[src/rtl/bluetooth_pkg.sv]
// Shared definitions for the Bluetooth serial link (transmitter and receiver).
// The transmitter FSM has a PARITY state only when BLUETOOTH_TX_PARITY_EN is defined.
package bluetooth_pkg;

  localparam int BT_CLKS_PER_BIT = 10417;  // 9600 baud at 100 MHz
  localparam int BT_DATA_BITS    = 8;

  typedef enum logic [2:0] {
    BT_TX_IDLE   = 3'd0,
    BT_TX_START  = 3'd1,
    BT_TX_DATA   = 3'd2,
`ifdef BLUETOOTH_TX_PARITY_EN
    BT_TX_PARITY = 3'd3,
`endif
    BT_TX_STOP   = 3'd4
  } bt_tx_state_t;

endpackage

[src/rtl/bt_tx_fifo.sv]
// Small show-ahead synchronous FIFO for the transmitter byte queue.
// Pointers carry one extra wrap bit so full and empty are distinguishable.
module bt_tx_fifo
  import bluetooth_pkg::*;
#(
  parameter int DEPTH = 4
) (
  input  logic                    clk,
  input  logic                    rst,
  input  logic                    wr_en,
  input  logic [BT_DATA_BITS-1:0] wr_data,
  input  logic                    rd_en,
  output logic [BT_DATA_BITS-1:0] rd_data,
  output logic                    full,
  output logic                    empty
);

  localparam int AW = $clog2(DEPTH);

  logic [AW:0]             wr_ptr;
  logic [AW:0]             rd_ptr;
  logic [BT_DATA_BITS-1:0] mem [DEPTH];

  assign empty   = (wr_ptr == rd_ptr);
  assign full    = (wr_ptr[AW] != rd_ptr[AW]) && (wr_ptr[AW-1:0] == rd_ptr[AW-1:0]);
  assign rd_data = mem[rd_ptr[AW-1:0]];

  // Pointer update: writes dropped when full, reads dropped when empty.
  always_ff @(posedge clk or posedge rst) begin
    if (rst) begin
      wr_ptr <= '0;
      rd_ptr <= '0;
    end else begin
      if (wr_en && !full)  wr_ptr <= wr_ptr + 1'b1;
      if (rd_en && !empty) rd_ptr <= rd_ptr + 1'b1;
    end
  end

  // Storage array; contents need no reset because the pointers gate them.
  always_ff @(posedge clk) begin
    if (wr_en && !full) mem[wr_ptr[AW-1:0]] <= wr_data;
  end

endmodule

[src/rtl/bluetooth_tx.sv]
// UART transmitter for the Bluetooth link: valid/ready byte input, 4-deep
// queue, 8N1 frames on txd (8E1 when BLUETOOTH_TX_PARITY_EN is defined).
// Handshake: a byte transfers on every rising edge where valid && ready;
// ready depends only on the queue pointers, never on valid.
module bluetooth_tx
  import bluetooth_pkg::*;
#(
  parameter int CLKS_PER_BIT = BT_CLKS_PER_BIT,
  parameter int FIFO_DEPTH   = 4
) (
  input  logic       clk,
  input  logic       rst,
  input  logic [7:0] data,
  input  logic       valid,
  output logic       ready,
  output logic       txd,
  output logic       busy,
  output logic [2:0] dbg_state
);

  localparam int CW = $clog2(CLKS_PER_BIT);
  localparam int BW = $clog2(BT_DATA_BITS);

  bt_tx_state_t            state;
  logic [CW-1:0]           baud_cnt;
  logic [BW-1:0]           bit_cnt;
  logic [BT_DATA_BITS-1:0] sh;
  logic                    baud_tc;
  logic                    fifo_full;
  logic                    fifo_empty;
  logic                    fifo_rd;
  logic [BT_DATA_BITS-1:0] fifo_rd_data;
`ifdef BLUETOOTH_TX_PARITY_EN
  logic                    par;
`endif

  assign baud_tc   = (baud_cnt == CW'(CLKS_PER_BIT - 1));
  assign fifo_rd   = (state == BT_TX_IDLE) && !fifo_empty;
  assign ready     = !fifo_full;
  assign busy      = (state != BT_TX_IDLE) || !fifo_empty;
  assign dbg_state = state;

  bt_tx_fifo #(.DEPTH(FIFO_DEPTH)) u_fifo (
    .clk     (clk),
    .rst     (rst),
    .wr_en   (valid),
    .wr_data (data),
    .rd_en   (fifo_rd),
    .rd_data (fifo_rd_data),
    .full    (fifo_full),
    .empty   (fifo_empty)
  );

  // Frame sequencer; txd is loaded with the level of the state being entered.
  always_ff @(posedge clk or posedge rst) begin
    if (rst) begin
      state    <= BT_TX_IDLE;
      baud_cnt <= '0;
      bit_cnt  <= '0;
      sh       <= '0;
      txd      <= 1'b1;
`ifdef BLUETOOTH_TX_PARITY_EN
      par      <= 1'b0;
`endif
    end else begin
      case (state)
        BT_TX_IDLE: begin
          if (!fifo_empty) begin
            sh       <= fifo_rd_data;
            bit_cnt  <= '0;
            baud_cnt <= '0;
            txd      <= 1'b0;
            state    <= BT_TX_START;
`ifdef BLUETOOTH_TX_PARITY_EN
            par      <= ^fifo_rd_data;
`endif
          end
        end
        BT_TX_START: begin
          if (baud_tc) begin
            baud_cnt <= '0;
            txd      <= sh[0];
            state    <= BT_TX_DATA;
          end else begin
            baud_cnt <= baud_cnt + 1'b1;
          end
        end
        BT_TX_DATA: begin
          if (baud_tc) begin
            baud_cnt <= '0;
            sh       <= {1'b0, sh[BT_DATA_BITS-1:1]};
            if (bit_cnt == BW'(BT_DATA_BITS - 1)) begin
`ifdef BLUETOOTH_TX_PARITY_EN
              txd   <= par;
              state <= BT_TX_PARITY;
`else
              txd   <= 1'b1;
              state <= BT_TX_STOP;
`endif
            end else begin
              bit_cnt <= bit_cnt + 1'b1;
              txd     <= sh[1];
            end
          end else begin
            baud_cnt <= baud_cnt + 1'b1;
          end
        end
`ifdef BLUETOOTH_TX_PARITY_EN
        BT_TX_PARITY: begin
          if (baud_tc) begin
            baud_cnt <= '0;
            txd      <= 1'b1;
            state    <= BT_TX_STOP;
          end else begin
            baud_cnt <= baud_cnt + 1'b1;
          end
        end
`endif
        BT_TX_STOP: begin
          if (baud_tc) begin
            baud_cnt <= '0;
            txd      <= 1'b1;
            state    <= BT_TX_IDLE;
          end else begin
            baud_cnt <= baud_cnt + 1'b1;
          end
        end
        default: begin
          baud_cnt <= '0;
          txd      <= 1'b1;
          state    <= BT_TX_IDLE;
        end
      endcase
    end
  end

endmodule

[config.mk]
export PLATFORM = sky130hd
export DESIGN_NAME = bluetooth_tx
export DESIGN_NICKNAME = d
export VERILOG_FILES = /design/src/rtl/bluetooth_pkg.sv /design/src/rtl/bt_tx_fifo.sv /design/src/rtl/bluetooth_tx.sv
export SDC_FILE = /design/constraint.sdc
export NUM_CORES = 1
export LEC_CHECK = 0
export CAP_MARGIN = 40
export CELL_PAD_IN_SITES_DETAIL_PLACEMENT = 1
export CELL_PAD_IN_SITES_GLOBAL_PLACEMENT = 1
export CORE_MARGIN = 2
export CORE_UTILIZATION = 50
export CTS_BUF_LIST = sky130_fd_sc_hd__clkbuf_4
export DETAILED_ROUTE_END_ITERATION = 8
export PLACE_DENSITY = 0.76
export SLEW_MARGIN = 20
export SYNTH_ARGS = -nofsm -noshare
export SYNTH_HDL_FRONTEND = slang
export SYNTH_SLANG_ARGS = --single-unit
[constraint.sdc]
create_clock -name clk -period 2.87 [get_ports clk]
set_input_delay 0.861 -clock clk [delete_from_list [all_inputs] [get_ports clk]]
set_output_delay 0.861 -clock clk [all_outputs]
set_load 0.01 [all_outputs]
==> impl_summary.md, run 1 <==
Min path
The worst hold path belongs to the class reg -> reg.

Timing
The worst slew margin relative to its limit is 38.86%. The final count of pins violating max slew is 0. At the pin with the least slew margin, the transition time is 0.9053 ns.

Across the routed clock network, the largest skew measured is 0.01519 ns. The final setup violation count is 0. The hold violation total from the final report is 0. In the final timing run, aggregate negative setup slack is 0 ns. The minimum period implied by the final worst setup slack is 2.749 ns. Setup repair after global routing left no endpoint under its margin. The final critical path takes up 95.79% of the cycle.

The highest clock frequency the design can meet is 0.3637 GHz.

Worst setup path
Walking the worst path, the cells encountered are xor2_2, nand3_1, clkdlybuf4s50_1. The delay of the slowest cell on the worst path is 0.52 ns. STA classifies the critical path endpoint as an output pin. In this run the worst path has a maximum fanout of 4.

The standard cell with the maximum stage delay on the critical path is sky130_fd_sc_hd__clkdlybuf4s50_1. The arrival time at the worst endpoint is 1.89 ns. The worst setup path is launched from a flop. Among cell families on the critical path, the largest total delay comes from buffers and inverters. Counting both buffers and inverters, the worst setup path holds a total of 1. Data on the critical path is required at its endpoint by 2.01 ns. The setup path with the least slack is of type reg -> out.

Cells and area
The library cells used most frequently in the layout, excluding fill and tap cells, are sky130_fd_sc_hd__dfrtp_1, sky130_fd_sc_hd__edfxtp_1, sky130_fd_sc_hd__mux2_2. The number of antenna diodes in the final layout is 0. Leaving out filler cells and counting taps, the final layout contains 350. The share of cells above drive strength 1 is 26.01%. Measured on the finished design, the core utilization comes to 58.60%. The final layout contains 288 nets.

The area growth from synthesis to layout is 12.95%.

Synth
The cell area after synthesis is 3313 um^2. Counting flops with a built-in enable in the synthesized netlist gives 32. The net count after synthesis is 263.

The number of storage elements in the synthesis netlist is 67. The sequential share of the synthesized area is 55.48%. Synthesis produced a netlist whose cell count is 243.

Counting flops with an async set or reset pin after synthesis yields a share of 52.24%. The count of yosys warnings during synthesis is 0. The prevailing post-synth register cell is sky130_fd_sc_hd__dfrtp_1. In this run the mean area of a mapped cell was 13.63 um^2. The count of cell types in the netlist is 49.

Die
The height of the die is 85.40 um. For this configuration, the core starts out at a cell density of 51.88%. The width of the chip is 85.40 um. The full die area is 7293 um^2. After floorplanning, the core was sized to cover 6386 um^2. The cell row count is 29. The number of primary I/O pins is 17.

Placement
The cell count after placement is 331. The placed wire-length estimate is 4553 um. The count of input and output buffers is 16. Routability-driven placement finished with a final weighted congestion of 0.7276.

Drt
The violation count after the first detailed-route iteration is 109. The per-cell via count in the routed design is 5.906. The first detailed-routing pass took 4 iterations.

The residual DRC count is 0. The total vias in the final route is 2067. The number of nets still failing antenna checks after routing is 0.

The final layout contains routed wiring with a total length of 6556 um. After detailed routing, the average wire length per cell comes to 18.73 um.

Power and ir drop
Across the VDD grid, the largest voltage drop is 0.0005734 V. The leakage power figure is 1.451 nW. In this run the power density over the cells is 611.2 nW/um^2. The design draws 2.287 mW.

Clocking
The total number of clock tree sinks is 67. At the later pin of the worst-skew pair, clock insertion delay measures 0.41 ns. The number of buffers created by CTS is 9.

The number of levels the H-tree was split into is 3. The post-CTS clock slew at the launch and capture registers of the worst setup and hold paths is 0.12 ns. TritonCTS built the clock tree.

The deepest clock path buffer count is 2. After clock tree synthesis, the flow added hold-fix buffers numbering 0. CTS placed an instance of sky130_fd_sc_hd__clkbuf_4 at the clock tree root.

Global routing
Global routing consumed, on the met3 layer, 3.502% of the routing resources. The initial antenna violation count was 0. The global-route wire length before repair is 11110 um. For met1 alone, demand over resource in global routing was 26.11%. The layer flagged by global routing as most heavily used is met2. Global routing used 20.01% of the available tracks across all layers. The via count of the first global-routing pass is 2206. The largest net degree at the start of global routing is 36. The fraction of met2 tracks used by global routing is 33.17%. Global routing finished with a remaining overflow of 0.

Run
Max-cap violations in this run came to 0.

Status
The flow ran to the end, and the final reports show no timing, DRC or antenna violations.
## power breakdown
part           switching (mW)  leakage [nW]  total, mW  internal (mW)
clock network           0.374        0.0869      0.733          0.359
logic                   0.211         0.633      0.367          0.157
registers              0.0565         0.731       1.19           1.13
## synth_stat cells, types with 2 or more instances
cell type | number | area (um^2)
sky130_fd_sc_hd__o21ai_0 | 2 | 10.01
sky130_fd_sc_hd__and3_1 | 3 | 18.77
sky130_fd_sc_hd__mux2_2 | 17 | 191.4
sky130_fd_sc_hd__or3_1 | 2 | 12.51
sky130_fd_sc_hd__a31o_2 | 5 | 43.79
sky130_fd_sc_hd__nand4_1 | 6 | 37.54
sky130_fd_sc_hd__xor2_1 | 5 | 43.79
sky130_fd_sc_hd__nand2_1 | 12 | 45.04
sky130_fd_sc_hd__xnor2_1 | 6 | 52.55
sky130_fd_sc_hd__inv_1 | 6 | 22.52
sky130_fd_sc_hd__nor2_1 | 8 | 30.03
sky130_fd_sc_hd__a21oi_1 | 3 | 15.01
sky130_fd_sc_hd__ha_1 | 9 | 112.6
sky130_fd_sc_hd__buf_2 | 5 | 25.02
sky130_fd_sc_hd__a31oi_1 | 10 | 62.56
sky130_fd_sc_hd__mux4_2 | 8 | 180.2
sky130_fd_sc_hd__and2_1 | 7 | 43.79
sky130_fd_sc_hd__buf_6 | 5 | 56.30
sky130_fd_sc_hd__nor3_1 | 4 | 20.02
sky130_fd_sc_hd__and4_1 | 4 | 35.03
sky130_fd_sc_hd__nor4_1 | 2 | 12.51
sky130_fd_sc_hd__a22o_1 | 7 | 61.31
sky130_fd_sc_hd__o211ai_1 | 6 | 45.04
sky130_fd_sc_hd__buf_4 | 2 | 15.01
sky130_fd_sc_hd__dfrtp_1 | 34 | 850.8
sky130_fd_sc_hd__edfxtp_1 | 32 | 960.9
sky130_fd_sc_hd__nand3_1 | 10 | 50.05
sky130_fd_sc_hd__mux2i_1 | 2 | 20.02
## repair_timing
| item | in CTS | in global routing |
|---|---|---|
| setup endpoints to repair | 1 | 2 |
| resized for setup | 3 | 4 |
| pin swaps | 0 | 1 |
| buffers inserted | 3 | 0 |
## logic make-up after synthesis
group | synth area share, %
AOI/OAI and AO/OA | 10.73
xor gates and xnor gates | 2.908
adders and majority gates | 3.399
buffers and inverters | 4.153
DFF | 55.48
muxes | 11.82
and+or+nand+nor | 11.52
## per-layer routing
layer / wire length, um / up-vias / part of all wire (%)
met5: 0 / - / 0
li1: - / 982 / -
met1: 2952 / 1052 / 45
met3: 127 / 10 / 1.9
met2: 3361 / 23 / 51
met4: 115 / 0 / 1.8
## worst register-to-register path, cell delays in order, from the launching register on
cell and delay (ns):
sky130_fd_sc_hd__dfrtp_1 0.39, sky130_fd_sc_hd__buf_4 0.18, sky130_fd_sc_hd__or3b_1 0.60, sky130_fd_sc_hd__o21ai_4 0.31
sky130_fd_sc_hd__and2_1 0.44, sky130_fd_sc_hd__mux2_2 0.23
## worst paths after layout
path	cells past startpoint	endpoint	startpoint	slack, ns
setup reg to reg	5	baud_cnt[0]	dbg_state[0]	0.67
hold / removal	1	sh[7]	sh[7]	0.51
min in group asynchronous	3	baud_cnt[9]	rst	0.85
setup / recovery	3	ready	u_fifo.wr_ptr[2]	0.12
max in group asynchronous	3	txd	rst	1.68
hold reg to reg	1	sh[7]	sh[7]	0.51
## cell type report
cell class,instances,area (um^2)
flip-flops and latches,67,1841
repair buffers,27,245.2
fillers,639,2644
multi-input cells,156,1368
clock buffers,9,67.56
clock inverters,7,98.84
inverters,7,26.28
well taps,77,96.34
## flip-flops by register name (all words and copies together) (netlist names)
name and flops:
u_fifo.mem 32, sh 8, u_fifo.wr_ptr 3, u_fifo.rd_ptr 3
txd 1, baud_cnt 14, dbg_state 3, bit_cnt 3
## per-stage QoR
step / hold slack [ns] / cell area (um^2) / worst slack [ns]
floorplan: 0.4619 / 3313 / 0.5919
global placement: 0.4700 / 3518 / 0.4229
detailed placement: 0.4851 / 3518 / 0.3883
CTS: 0.5113 / 3724 / 0.006334
global route: 0.5447 / 3742 / 0.04082
finish: 0.5107 / 3742 / 0.1208
Note: power is estimated with default switching activity, not from simulation.
==> run 2: changes to the inputs <==
--- a/config.mk
+++ b/config.mk
@@ -8,12 +8,12 @@
 export CAP_MARGIN = 40
 export CELL_PAD_IN_SITES_DETAIL_PLACEMENT = 1
 export CELL_PAD_IN_SITES_GLOBAL_PLACEMENT = 1
-export CORE_MARGIN = 2
 export CORE_UTILIZATION = 50
 export CTS_BUF_LIST = sky130_fd_sc_hd__clkbuf_4
 export DETAILED_ROUTE_END_ITERATION = 8
-export PLACE_DENSITY = 0.76
+export PLACE_DENSITY = 0.77
 export SLEW_MARGIN = 20
 export SYNTH_ARGS = -nofsm -noshare
 export SYNTH_HDL_FRONTEND = slang
+export SYNTH_HIERARCHICAL = 1
 export SYNTH_SLANG_ARGS = --single-unit
==> run 2 against run 1 <==
Compared with the run above:
- clock power decreased by 7.9%
- core utilization up 2.4 points
- clock skew rose by 0.0043 ns
- critical path depth increased by 2
- via count is 5.1% higher
- register-to-register slack lost 0.18 ns
- combinational power increased to 3.9 times the previous value
- fmax decreased by 1.0%
- global-route usage up 3.5 points
- worst setup slack got worse by 0.028 ns
- total power grew 53%
- critical path type unchanged
==> impl_summary.md, run 2 <==
Global routing
The first global-routing pass estimated 12140 um of wire. The initial antenna violation count is 0. Entering global routing, the biggest net connects 30 pins.

The remaining global-route overflow is 0. The via count of the first global-routing pass is 2276. For this run, the total global-route usage over all layers was measured as 23.50%.

Die
After floorplanning, the core was sized to cover 6386 um^2. The number of primary I/O pins is 17. The full die area is 6981 um^2.

For this configuration, the core starts out at a cell density of 52.08%. The floorplan has 29 rows. The height of the die is 83.56 um. The width of the chip is 83.56 um.

Power and ir drop
Net switching is 36.43% of the power. Summed over all cells, the static leakage comes to 1.593 nW. The internal power of the cells totals 2.229 mW. The logic gate share of total power is 40.7%. In this run the power density over the cells is 900.3 nW/um^2. Across the VDD grid, the largest voltage drop is 0.0005887 V. In this run, the clock network consumes 19.3% of the power. The design draws 3.507 mW.

For this design the total switching power over the nets is 1.277 mW. The sequential fraction of design power is 40.1%.

Drt
In the final routed layout, each cell accounts on average for 20.63 um. The violation count after the first detailed-route iteration is 122. The residual DRC count is 0. The final route contains 2173 vias. The count of TritonRoute iterations in the first routing pass is 4.

The final layout contains routed wiring with a total length of 7653 um. The per-cell via count in the routed design is 5.857. The number of nets still failing antenna checks after routing is 0.

Cells and area
The most common cell after layout, fill and taps aside is sky130_fd_sc_hd__edfxtp_1. 0 antenna diodes ended up in the layout. The register with the most flip-flops in the layout has 32 of them. The top cell types in the final layout, fill and taps aside, are sky130_fd_sc_hd__edfxtp_1, sky130_fd_sc_hd__dfrtp_1, sky130_fd_sc_hd__buf_4.

From synthesis to final layout, the design area changed by 17.12%. After the last flow step, the layout net total stands at 309. The share of cells above drive strength 1 is 25.17%. The core utilization of the finished layout is 60.99%.

Clocking
The root buffer cell is sky130_fd_sc_hd__clkbuf_4. Clock-pin slew was measured on the worst setup and hold paths at 0.13 ns. The number of clock buffers added by TritonCTS is 9. No sink is reached through more buffers than the 2 on the longest clock path. Clock tree synthesis found a total of 67 sinks. The CTS tree is built. The number of levels the H-tree was split into is 3. Clock latency on the worst-skew pair, taken at its later pin, is 0.42 ns.

Synth
After technology mapping, the gate count stands at 247. The number of nets in the synthesized netlist is 267. The library cell with the highest instance count after synthesis is sky130_fd_sc_hd__dfrtp_1. The cell taking the most area after synthesis is sky130_fd_sc_hd__edfxtp_1. The count of yosys warnings during synthesis is 6.

The commonest cells after synthesis are sky130_fd_sc_hd__dfrtp_1, sky130_fd_sc_hd__edfxtp_1, sky130_fd_sc_hd__inv_1. The top cell type's share of synthesized area is 28.89%. The per-instance average area after synthesis is 13.46 um^2.

The count of cell types in the netlist is 52. The sequential share of the synthesized area is 55.27%. In this run, synthesis inferred 32 flip-flops with an integrated enable.

The number of storage elements in the synthesis netlist is 67. Among all flip-flop cells after synthesis, the most frequent one is sky130_fd_sc_hd__dfrtp_1. For this run, asynchronously set or reset flops after synthesis account for 52.24%.

Ranked by total cell area, the synthesized netlist is headed by sky130_fd_sc_hd__edfxtp_1, sky130_fd_sc_hd__dfrtp_1, sky130_fd_sc_hd__mux4_1, sky130_fd_sc_hd__mux2_2, sky130_fd_sc_hd__ha_1. The cell area after synthesis is 3326 um^2.

Timing
For the final database, setup skew stands at 0.01946 ns. The worst path setup slack after routing is 0.09241 ns. The highest clock frequency the design can meet is 0.3600 GHz. The hold violation total from the final report is 0. For the finished layout, the period the worst path requires is 2.778 ns. Setup repair after global routing could not meet its margin everywhere.

The worst path uses 96.78% of the clock period. The worst-margin pin slew is 0.4463 ns. Setup violations remaining at the end of the flow were counted as 0. The minimum hold slack is 0.4779 ns. The final count of pins violating max slew is 0.

Measured against its own limit, the worst slew margin works out to 69.83%.

Worst setup path
The critical path is of the reg -> out type. The internal reg-to-reg setup slack is 0.49 ns. STA puts the critical path data required time at 2.01 ns. STA puts the critical path data arrival time at 1.92 ns. The number of cell instances on the worst register-to-register path is 8. The launching element type of the critical path is a flop. In this run the critical register-to-register path is launched from u_fifo/rd_ptr[0]. The largest fanout on the critical path is 6. The capture point of the worst reg-to-reg path is u_fifo/rd_ptr[1]. The category of the worst setup path capture point is an output pin.

Status
The flow ran to the end, and the final reports show no timing, DRC or antenna violations.

Min path
The hold path startpoint is txd. The worst hold path passes through 2 cells. The tightest min-delay check is of the reg -> reg type. The worst-case hold path end point is txd.

Placement
The placer congestion estimate is 0.7587. Buffers placed on the I/O ports in this run total 16. Prior to clock tree synthesis, the placed netlist has a worst setup slack of 0.1950 ns. The placed wire-length estimate is 4680 um.

Run
Across the run, the number of max-cap violations was 0.
[run 2: routing by layer]
metal / GRT usage, % / share of wire (%) / wire, um
met1: 29.47 / 43 / 3299
met2: 40.16 / 53 / 4069
met3: 5.638 / 2.6 / 202
met4: 7.858 / 1.1 / 81
met5: 0 / 0 / 0
[run 2: kinds of logic (layout without fill, tap and decap cells)]
| family | count (synthesis) | count (layout) | synth area share [%] |
|---|---|---|---|
| DFF | 67 | 67 | 55.27 |
| muxes | 26 | 26 | 12.26 |
| and+or+nand+nor | 65 | 65 | 12.15 |
| adders and majority gates | 9 | 9 | 3.386 |
| buffers and inverters | 26 | 73 | 3.912 |
| xor gates and xnor gates | 17 | 17 | 5.154 |
| AOI/OAI and AO/OA | 37 | 37 | 7.864 |
[run 2: power groups by stage]
stage / Clock, mW / Combinational (mW) / Sequential, mW
after global routing: 0.737 / 1.53 / 1.44
after CTS: 0.699 / 1.37 / 1.40
final: 0.675 / 1.43 / 1.40
after detailed placement: 0 / 1.22 / 1.42
after floorplan: 0 / 0.854 / 1.40
after global placement: 0 / 1.18 / 1.40
[run 2: worst max-delay path by stage]
| stage | startpoint | end | slack (ns) |
|---|---|---|---|
| finish | u_fifo/rd_ptr[0] | busy | 0.09 |
| global route | u_fifo/rd_ptr[2] | busy | -0.02 |
| CTS | u_fifo/rd_ptr[1] | ready | 0.008 |
| detailed placement | u_fifo/rd_ptr[0] | busy | 0.20 |
| global placement | u_fifo/rd_ptr[0] | busy | 0.26 |
| floorplan | u_fifo/wr_ptr[0] | busy | 0.62 |
[run 2: metrics by stage]
| step | instances | cell area (um^2) | setup TNS, ns |
|---|---|---|---|
| after CTS | 363 | 3822 | 0 |
| final | 371 | 3895 | 0 |
| after detailed placement | 345 | 3617 | 0 |
| after floorplan | 247 | 3326 | 0 |
| after global placement | 345 | 3617 | 0 |
| after global routing | 371 | 3895 | -0.01610 |
[run 2: cell type report]
cell class	count	area (um^2)
fillers	642	2491
clock inverters	7	83.83
clock buffers	9	67.56
repair buffers	39	345.3
well taps	77	96.34
inverters	18	67.56
flip-flops and latches	67	1842
multi-input cells	154	1393
[run 2: critical path, cell delays in order (launching register included)]
cell	delay [ns]
sky130_fd_sc_hd__dfrtp_2	0.46
sky130_fd_sc_hd__xor2_2	0.23
sky130_fd_sc_hd__nor3_2	0.17
sky130_fd_sc_hd__nor4b_4	0.26
sky130_fd_sc_hd__inv_2	0.10
sky130_fd_sc_hd__dlygate4sd2_1	0.29
[run 2: repair_timing]
item | CTS | global route
resized for setup | 7 | 5
setup endpoints to repair | 2 | 2
pin swaps | 2 | 2
hold buffers | 0 | 0
setup buffers | 2 | 8
==> run 3: changes to the inputs <==
--- a/config.mk
+++ b/config.mk
@@ -8,10 +8,10 @@
 export CAP_MARGIN = 40
 export CELL_PAD_IN_SITES_DETAIL_PLACEMENT = 1
 export CELL_PAD_IN_SITES_GLOBAL_PLACEMENT = 1
-export CORE_UTILIZATION = 50
+export CORE_UTILIZATION = 30
 export CTS_BUF_LIST = sky130_fd_sc_hd__clkbuf_4
 export DETAILED_ROUTE_END_ITERATION = 8
-export PLACE_DENSITY = 0.77
+export PLACE_DENSITY = 0.49
 export SLEW_MARGIN = 20
 export SYNTH_ARGS = -nofsm -noshare
 export SYNTH_HDL_FRONTEND = slang
==> run 3 against run 2 <==
Compared with the run above:
- wire length is 7.6% lower
- total power shrank 6.5%
- largest cell class unchanged
- critical path depth is 1 higher
- highest routed layer unchanged
- die area increased by 65%
==> impl_summary.md, run 3 (synthesized netlist as in run 2, its figures left out) <==
Clocking
The number of levels the H-tree was split into is 3. Clock-pin slew was measured on the worst setup and hold paths at 0.12 ns. The clock reaches the later pin of the worst-skew pair after 0.42 ns.

The CTS tree is built. The number of buffers created by CTS is 9. The total number of clock tree sinks is 67. CTS placed an instance of sky130_fd_sc_hd__clkbuf_4 at the clock tree root. The number of hold-repair buffers added at the cts stage is 0.

Counting along the longest clock path gives a buffer depth of 2.

Global routing
The via count of the first global-routing pass is 2311. The initial antenna violation count is 0. The layer carrying the most global-route usage is met2. Summed over all layers, the global routing overflow is 0. The global-route wire length before repair is 12060 um. Global routing consumed, on the met3 layer, 3.995% of the routing resources.

The largest net degree at the start of global routing is 30. The global-route track usage on met1 is 17.19%. Global routing used 14.05% of the available tracks across all layers. For this run, global-route usage on met2 was measured as 23.13%.

Worst setup path
The worst setup path is of the reg -> out kind. The launching element type of the critical path is a flop. Along the worst path, the maximum fanout reaches 6. STA classifies the critical path endpoint as an output pin. Data on the critical path is required at its endpoint by 2.01 ns. The arrival time at the worst endpoint is 1.92 ns.

Placement
The HPWL after detailed placement is 5014 um. The count of input and output buffers is 16. The instance area after placement is 3716 um^2. The placer congestion estimate is 0.7287.

Power and ir drop
In this run the power density over the cells is 841.1 nW/um^2. The worst-case IR drop observed on VDD is 0.0004259 V. The leakage power figure is 1.553 nW. Overall power consumption after layout is estimated at 3.278 mW.

Cells and area
Once layout is complete, the utilization of the core stands at 35.95%. 0 antenna diodes ended up in the layout. The share of cells above drive strength 1 is 23.61%. Once layout is done, the placed cells without fillers occupy 3897 um^2. The area growth from synthesis to layout is 17.19%. The number of nets in the final layout is 303. The flip-flop count of the largest register after layout is 32. In the layout the commonest cells are sky130_fd_sc_hd__dfrtp_1, sky130_fd_sc_hd__edfxtp_1, sky130_fd_sc_hd__inv_1.

Timing
Timing would allow up to 0.3595 GHz. Setup repair after global routing could not meet its margin everywhere. For the pin with the worst max-slew slack, the measured transition is 0.4643 ns. Setup violations remaining at the end of the flow were counted as 0.

The final critical path takes up 96.93% of the cycle. The clock arrives with 0.01175 ns of skew. The minimum period implied by the final worst setup slack is 2.782 ns.

The worst pin sits at a relative slew slack of 68.72%. In the final timing run, aggregate negative setup slack is 0 ns. The final count of pins violating max slew is 0.

The hold violation total from the final report is 0.

Drt
The count of TritonRoute iterations in the first routing pass is 4. The number of nets still failing antenna checks after routing is 0. The per-cell via count in the routed design is 4.869. The final route contains 2084 vias. The post-detailed-route wirelength per cell is 16.53 um. The final layout contains routed wiring with a total length of 7074 um. The violation count after the first detailed-route iteration is 67. The residual DRC count is 0.

Die
17 I/O pins were placed. In this run the standard cell core region covers 10840 um^2. Measured along the x axis, the die boundary spans 107.3 um. For this configuration, the core starts out at a cell density of 30.68%. The die covers 11510 um^2. In this run the core area contains 38 standard-cell rows.

Measured along the y axis, the die boundary spans 107.3 um.

Status
The run finished with clean final reports.

Run
Max-cap violations in this run came to 0.

Min path
The type of the worst min-delay path is reg -> reg.
-- run 3: where the power goes --
group          total [mW]  leakage (nW)  internal, mW  switching, mW
Clock               0.562        0.0647         0.184          0.378
Combinational        1.33         0.749         0.649          0.676
Sequential           1.39         0.739          1.26          0.133
-- run 3: layout make-up --
type,instances,area (um^2)
Clock buffer,9,67.56
Clock inverter,7,51.30
Fill cell,1174,6943
Inverter,18,67.56
Multi-Input combinational cell,154,1400
Sequential cell,67,1841
Tap cell,140,175.2
Timing Repair Buffer,33,295.3
-- run 3: metal layers --
metal	share of wire, %	vias up
met3	3.4	13
li1	-	992
met5	0	-
met2	49	33
met1	45	1046
met4	2.8	0
-- run 3: worst max-delay path: stages, from the launching register on --
cell and delay (ns):
sky130_fd_sc_hd__dfrtp_1 0.43, sky130_fd_sc_hd__buf_4 0.18, sky130_fd_sc_hd__xnor2_4 0.19, sky130_fd_sc_hd__nand3_2 0.14
sky130_fd_sc_hd__inv_1 0.07, sky130_fd_sc_hd__inv_1 0.03, sky130_fd_sc_hd__clkdlybuf4s50_1 0.46
-- run 3: worst paths after layout --
kind                                   from                to  slack, ns  cells after the start
setup / recovery           u_fifo/wr_ptr[1]             ready       0.09                      6
hold / removal                          txd               txd       0.47                      2
setup reg to reg           u_fifo/rd_ptr[0]  u_fifo/rd_ptr[1]       0.57                      8
hold reg to reg                         txd               txd       0.47                      2
max in group asynchronous               rst               txd       1.83                      3
min in group asynchronous               rst  u_fifo/wr_ptr[2]       0.68                      2
-- run 3: through the flow --
step / instances / hold slack [ns] / setup WS [ns]
2_1_floorplan: 247 / 0.4517 / 0.6192
5_1_grt: 428 / 0.5193 / -0.02079
3_3_place_gp: 409 / 0.4565 / 0.3155
4_1_cts: 428 / 0.4773 / 0.02298
6_report: 428 / 0.4717 / 0.08822
3_5_place_dp: 409 / 0.4559 / 0.2006
-- run 3: repair_timing --
action | CTS | global route
endpoints found under the setup margin | 2 | 2
resized for setup | 5 | 5
setup buffers | 3 | 0
pin swaps | 2 | 1
